===== src/rtl/bh_io_unit.sv =====
// -----------------------------------------------------------------------------
// bh_io_unit
// Buffered character I/O unit for the brainhack core. It serves the '.'
// (output) and ',' (input) instructions through two independent circular
// FIFOs:
//   - output FIFO: core -> external transmitter (valid/ready on the tx side)
//   - input FIFO : external receiver -> core   (valid/ready on the rx side)
// The core sees a combinational ack per request. It sees o_stall whenever a
// request cannot be served in the current cycle.
//
// Optional feature: define BH_IO_EOF_EN to add a sticky end-of-stream latch.
// The latch is set by i_rx_eof. Once it is set and the input FIFO is empty,
// an input request completes immediately with EOF_VALUE.
//
// Parameters:
//   DATA_WIDTH  width of one character (matches tape data width)
//   DEPTH_LOG2  log2 of each FIFO depth (1..8)
//   EOF_VALUE   character returned on input after end-of-stream
//
// Ports:
//   i_clock, i_reset             clock, async active-high reset
//   i_out_req/i_out_data         core '.' request and the cell value
//   o_out_ack                    output request accepted this cycle
//   i_in_req                     core ',' request
//   o_in_data/o_in_ack           character for the tape, valid with ack
//   o_stall                      core must hold and re-present its request
//   o_tx_valid/o_tx_data         head of the output FIFO
//   i_tx_ready                   sink takes the head
//   i_rx_valid/i_rx_data         incoming character offer
//   o_rx_ready                   input FIFO not full
//   i_rx_eof                     end of input stream (BH_IO_EOF_EN only)
//   o_out_count/o_in_count       FIFO occupancies
// -----------------------------------------------------------------------------
module bh_io_unit #(
  parameter int                    DATA_WIDTH = 8,
  parameter int                    DEPTH_LOG2 = 4,
  parameter logic [DATA_WIDTH-1:0] EOF_VALUE  = '0
) (
  input  logic                  i_clock,
  input  logic                  i_reset,
  input  logic                  i_out_req,
  input  logic [DATA_WIDTH-1:0] i_out_data,
  output logic                  o_out_ack,
  input  logic                  i_in_req,
  output logic [DATA_WIDTH-1:0] o_in_data,
  output logic                  o_in_ack,
  output logic                  o_stall,
  output logic                  o_tx_valid,
  output logic [DATA_WIDTH-1:0] o_tx_data,
  input  logic                  i_tx_ready,
  input  logic                  i_rx_valid,
  input  logic [DATA_WIDTH-1:0] i_rx_data,
  output logic                  o_rx_ready,
  input  logic                  i_rx_eof,
  output logic [DEPTH_LOG2:0]   o_out_count,
  output logic [DEPTH_LOG2:0]   o_in_count
);

  localparam int                  DEPTH     = 1 << DEPTH_LOG2;
  localparam logic [DEPTH_LOG2:0] L_FULL    = (DEPTH_LOG2+1)'(DEPTH);
  localparam logic [DEPTH_LOG2:0] L_CNT_ONE = (DEPTH_LOG2+1)'(1);
  localparam logic [DEPTH_LOG2-1:0] L_PTR_ONE = DEPTH_LOG2'(1);

  // Storage (deliberately not reset; pointers/counts define validity)
  logic [DATA_WIDTH-1:0] r_out_mem [0:DEPTH-1];
  logic [DATA_WIDTH-1:0] r_in_mem  [0:DEPTH-1];

  logic [DEPTH_LOG2-1:0] r_out_wptr;
  logic [DEPTH_LOG2-1:0] r_out_rptr;
  logic [DEPTH_LOG2:0]   r_out_count;
  logic [DEPTH_LOG2-1:0] r_in_wptr;
  logic [DEPTH_LOG2-1:0] r_in_rptr;
  logic [DEPTH_LOG2:0]   r_in_count;

  logic w_out_full;
  logic w_out_empty;
  logic w_out_push;
  logic w_out_pop;
  logic w_in_full;
  logic w_in_empty;
  logic w_rx_push;
  logic w_in_pop;
  logic w_in_ack;

  // Full/empty come from the registered counts only, so a push into a full
  // FIFO is refused even when the same cycle pops (no pass-through).
  assign w_out_full  = (r_out_count == L_FULL);
  assign w_out_empty = (r_out_count == '0);
  assign w_in_full   = (r_in_count == L_FULL);
  assign w_in_empty  = (r_in_count == '0);

  assign w_out_push = i_out_req & ~w_out_full;
  assign w_out_pop  = ~w_out_empty & i_tx_ready;
  assign w_rx_push  = i_rx_valid & ~w_in_full;
  // A buffered character is consumed only when one exists; an EOF ack pops nothing.
  assign w_in_pop   = i_in_req & ~w_in_empty;

`ifdef BH_IO_EOF_EN
  logic r_eof;

  // Sticky end-of-stream latch, cleared only by reset
  always_ff @(posedge i_clock or posedge i_reset) begin
    if (i_reset) begin
      r_eof <= 1'b0;
    end else if (i_rx_eof) begin
      r_eof <= 1'b1;
    end
  end

  assign w_in_ack = i_in_req & (~w_in_empty | r_eof);
`else
  logic w_unused_rx_eof;
  assign w_unused_rx_eof = i_rx_eof;
  assign w_in_ack        = w_in_pop;
`endif

  assign o_out_ack   = w_out_push;
  assign o_tx_valid  = ~w_out_empty;
  assign o_tx_data   = r_out_mem[r_out_rptr];
  assign o_rx_ready  = ~w_in_full;
  assign o_in_ack    = w_in_ack;
  assign o_stall     = (i_out_req & ~w_out_push) | (i_in_req & ~w_in_ack);
  assign o_out_count = r_out_count;
  assign o_in_count  = r_in_count;

  // Character to the tape: buffered head first, EOF_VALUE only on an empty-FIFO ack
  always_comb begin
    o_in_data = '0;
    if (w_in_pop) begin
      o_in_data = r_in_mem[r_in_rptr];
    end else if (w_in_ack) begin
      o_in_data = EOF_VALUE;
    end else begin
      o_in_data = '0;
    end
  end

  // Output FIFO storage write
  always_ff @(posedge i_clock) begin
    if (w_out_push) begin
      r_out_mem[r_out_wptr] <= i_out_data;
    end
  end

  // Input FIFO storage write
  always_ff @(posedge i_clock) begin
    if (w_rx_push) begin
      r_in_mem[r_in_wptr] <= i_rx_data;
    end
  end

  // Output FIFO pointers and occupancy
  always_ff @(posedge i_clock or posedge i_reset) begin
    if (i_reset) begin
      r_out_wptr  <= '0;
      r_out_rptr  <= '0;
      r_out_count <= '0;
    end else begin
      if (w_out_push) begin
        r_out_wptr <= r_out_wptr + L_PTR_ONE;
      end
      if (w_out_pop) begin
        r_out_rptr <= r_out_rptr + L_PTR_ONE;
      end
      case ({w_out_push, w_out_pop})
        2'b10:   r_out_count <= r_out_count + L_CNT_ONE;
        2'b01:   r_out_count <= r_out_count - L_CNT_ONE;
        default: r_out_count <= r_out_count;
      endcase
    end
  end

  // Input FIFO pointers and occupancy
  always_ff @(posedge i_clock or posedge i_reset) begin
    if (i_reset) begin
      r_in_wptr  <= '0;
      r_in_rptr  <= '0;
      r_in_count <= '0;
    end else begin
      if (w_rx_push) begin
        r_in_wptr <= r_in_wptr + L_PTR_ONE;
      end
      if (w_in_pop) begin
        r_in_rptr <= r_in_rptr + L_PTR_ONE;
      end
      case ({w_rx_push, w_in_pop})
        2'b10:   r_in_count <= r_in_count + L_CNT_ONE;
        2'b01:   r_in_count <= r_in_count - L_CNT_ONE;
        default: r_in_count <= r_in_count;
      endcase
    end
  end

endmodule


===== config.mk =====
export PLATFORM = sky130hd
export DESIGN_NAME = bh_io_unit
export DESIGN_NICKNAME = d
export VERILOG_FILES = /design/src/rtl/bh_io_unit.sv
export SDC_FILE = /design/constraint.sdc
export NUM_CORES = 1
export LEC_CHECK = 0
export ABC_AREA = 1
export CAP_MARGIN = 20
export CORE_MARGIN = 2
export CORE_UTILIZATION = 55
export CTS_CLUSTER_SIZE = 10
export DETAILED_ROUTE_END_ITERATION = 6
export MAX_ROUTING_LAYER = met4
export PLACE_DENSITY = 0.75
export SKIP_LAST_GASP = 1
export SYNTH_ARGS = -nofsm -noshare
export SYNTH_HDL_FRONTEND = slang
export SYNTH_SLANG_ARGS = --single-unit

===== constraint.sdc =====
create_clock -name i_clock -period 3.5 [get_ports i_clock]
set_clock_uncertainty 0.2 [all_clocks]
set_input_delay 0.525 -clock i_clock [delete_from_list [all_inputs] [get_ports i_clock]]
set_output_delay 0.525 -clock i_clock [all_outputs]
set_load 0.03 [all_outputs]

==> run metrics <==
clk root buf=clkbuf_16; largest net degree at the start of global routing=77; post-layout util=64.1%; crit path launch type=flop; Net Count, Synth=between 1,000 and 1,500; met1 GRT Util=about a third; Pre-Repair DR Iteration Count=5; critical path fanouts, max=56; R2R Setup Slk=0.63 ns; unrepaired setup endpoints after global routing=no; Clock Tree Buf Depth=3; CTS clock-pin slew for the worst setup and hold paths=about 0.050 ns; placed instance area=about 13,000 µm²; Leak=roughly 0.006 µW; DRC Markers=0; R2R cell count=12; Worst Path Arrival=around 2.6 ns; GRT overflow=0; status=complete, no violations; I/O pin cnt=54; clock period minus worst slack=between 3 and 4 ns; Slew @ Worst Pin=between 0.8 and 0.9 ns; ant diodes=0; Cell Pwr Density=832 nW/µm²; area of the multi-input gates=3200 µm²; Total GRT Usage=between 20% and 30%; Final HPWL DP=about 16,000 µm; initial DRC count=roughly 910; Setup Crit Path Kind=flop to primary output; initial core utilization=a little under three fifths; Post-Route WL=~27,000 µm; syn avg cell area=10.4 µm²; Max VDD drop=approximately 0.00053 V; Buffers on Ports=between 50 and 60; Synth Warn #=0; post-synthesis register bit count=between 200 and 300; final instance area=approximately 14,000 µm²; Worst-Skew Late Latency=0.50 ns; CTS tree=done; met3 Use GR=3.47%; post-DR wirelength/cell=between 15 and 20 µm; sequential element share of the synthesized area=between 60% and 70%; fraction of the cycle the final worst path needs=between 90 and 100%; Rows=between 50 and 60; count of different cell masters after synthesis=28; Final Hold Fails=0; CP endpoint kind=primary output; number of global-route vias before repair=8,401; routed vias/inst=approximately 5.4; FF-to-FF Start=o_out_count[0]; RePlAce Congestion=between 0.8 and 0.9; slew margin rel.=a little over two fifths; Hold/Removal Path Class=primary input to async pin; CTS buffer count=34; setup_tns=0 ns; Total Nets Final=between 1,000 and 1,500; maxcap violations=0; global routing's busiest layer=met2; # clock sinks=approximately 280; synthesized area=12,600 µm²; post-route ant nets=0; hold buffers post-CTS=0; CORE AREA=22,600 µm²; register area=approximately 8300 µm²; setup violators final=0; Filler cells=about 1,700; Fmax achieved=around 300 MHz; cell count after synthesis=~1,200; Pins Over Slew Limit=0; die height=between 150 and 200 µm; die width=156 µm; CTS H-tree lvls=2; hold_ws=approximately 0.27 ns; Crit path required time=2.77 ns; vias post-DR=roughly 8,600; reg2reg end=o_out_count[3]; initial antenna violation count=0; Syn-to-layout area delta=14.6%; layout cells sized above 1=under 10%; Die ar.=~24,000 µm²; first-pass GRT wire length=about 43,000 µm; grt met2 use=about two fifths
critical path, stage by stage, from the launching register on:
cell and delay (ns):
dfrtp_4 0.48, buf_4 0.29, a21oi_1 0.22, o21ai_0 0.11, nand3_1 0.12, nand3_1 0.10
nand2_1 0.12, clkdlybuf4s50_1 0.67
power breakdown:
group	switching, µW	leakage [µW]	internal [µW]	total, µW
Sequential	306	0.00262	4120	4420
Combinational	3000	0.00296	1500	4500
Clock	1250	0.000475	1860	3110
repair_timing:
item	4_1_cts	5_1_grt
endpoints found under the setup margin	0	1
buffers inserted	0	0
gates resized for setup	0	1
cell usage after synthesis:
master / n / area share [%]
nor2_1: 48 / 1.4
nand3b_1: 2 / 0.12
nor3_1: 3 / 0.12
dfrtp_1: 26 / 5.2
edfxtp_1: 256 / 61
o21ai_0: 41 / 1.6
inv_2: 2 / 0.059
xnor2_1: 3 / 0.21
o211ai_1: 32 / 1.9
clkinv_1: 2 / 0.059
buf_1: 3 / 0.089
inv_1: 212 / 6.3
xor2_1: 12 / 0.83
nor4_4: 1 / 0.17
a21oi_1: 42 / 1.7
nand2_2: 4 / 0.20
ha_1: 18 / 1.8
buf_8: 1 / 0.12
nand4_1: 2 / 0.099
clkbuf_1: 13 / 0.39
nand2_4: 2 / 0.18
nand2_1: 285 / 8.5
buf_4: 3 / 0.18
nand3_1: 158 / 6.3
fa_1: 1 / 0.16
o21bai_1: 1 / 0.059
buf_2: 37 / 1.5
a21o_1: 1 / 0.059
sequential cells by signal (all words and copies together) (netlist names):
register	cells
o_out_count	5
r_out_wptr	4
r_out_mem	128
r_in_wptr	4
r_in_mem	128
r_out_rptr	4
r_in_rptr	4
o_in_count	5
layout make-up:
class / instances / area share [%]
Sequential cell: 282 / 57.7
Multi-Input combinational cell: 656 / 22.1
Clock buffer: 52 / 6.56
Inverter: 216 / 5.60
Timing Repair Buffer: 83 / 5.34
Tap cell: 285 / 2.46
Clock inverter: 3 / 0.259
kinds of logic after synthesis:
family          after synthesis  share of synthesized area [%]
simple gates                505                           17.0
flops                       282                           66.0
buf+inv                     273                           8.66
compound gates              117                           5.31
fa+ha+maj                    19                           1.94
xor+xnor                     15                           1.04
worst max-delay path by stage:
stage                        from              to  cells past startpoint
floorplan           o_in_count[0]   o_in_count[4]                     14
global placement        i_out_req  o_out_count[4]                     13
detailed placement      i_out_req  o_out_count[4]                     13
CTS                 r_out_rptr[0]    o_tx_data[6]                      7
global route        r_out_rptr[0]    o_tx_data[1]                      7
finish              r_out_rptr[0]    o_tx_data[4]                      7
cell usage in the layout, fill, tap and decap left out, types with 3 or more instances in the layout:
cell type,netlist,routed
a21oi_1,42,42
buf_12,0,3
buf_4,3,36
clkbuf_1,13,16
clkbuf_16,0,35
clkdlybuf4s50_1,0,43
dfrtp_1,26,23
edfxtp_1,256,256
ha_1,18,18
inv_1,212,212
nand2_1,285,285
nand2_2,4,4
nand3_1,158,158
nor2_1,48,48
nor3_1,3,3
o211ai_1,32,32
o21ai_0,41,41
xnor2_1,3,3
xor2_1,12,12
stage by stage:
step	cells	total power, µW	setup WS [ns]
finish	1577	12000	0.144
global route	1577	12700	0.0198
CTS	1577	12100	0.110
detailed placement	1522	8930	0.482
global placement	1522	8800	0.554
floorplan	1211	7510	0.513
metal layers:
layer  part of all wire [%]  up-vias
met5                      0        -
li1                       -     4124
met3                    6.8       58
met1                     43     4068
met2                     48      303
met4                    2.3        0
No activity file was read; power rests on OpenSTA's default activity.
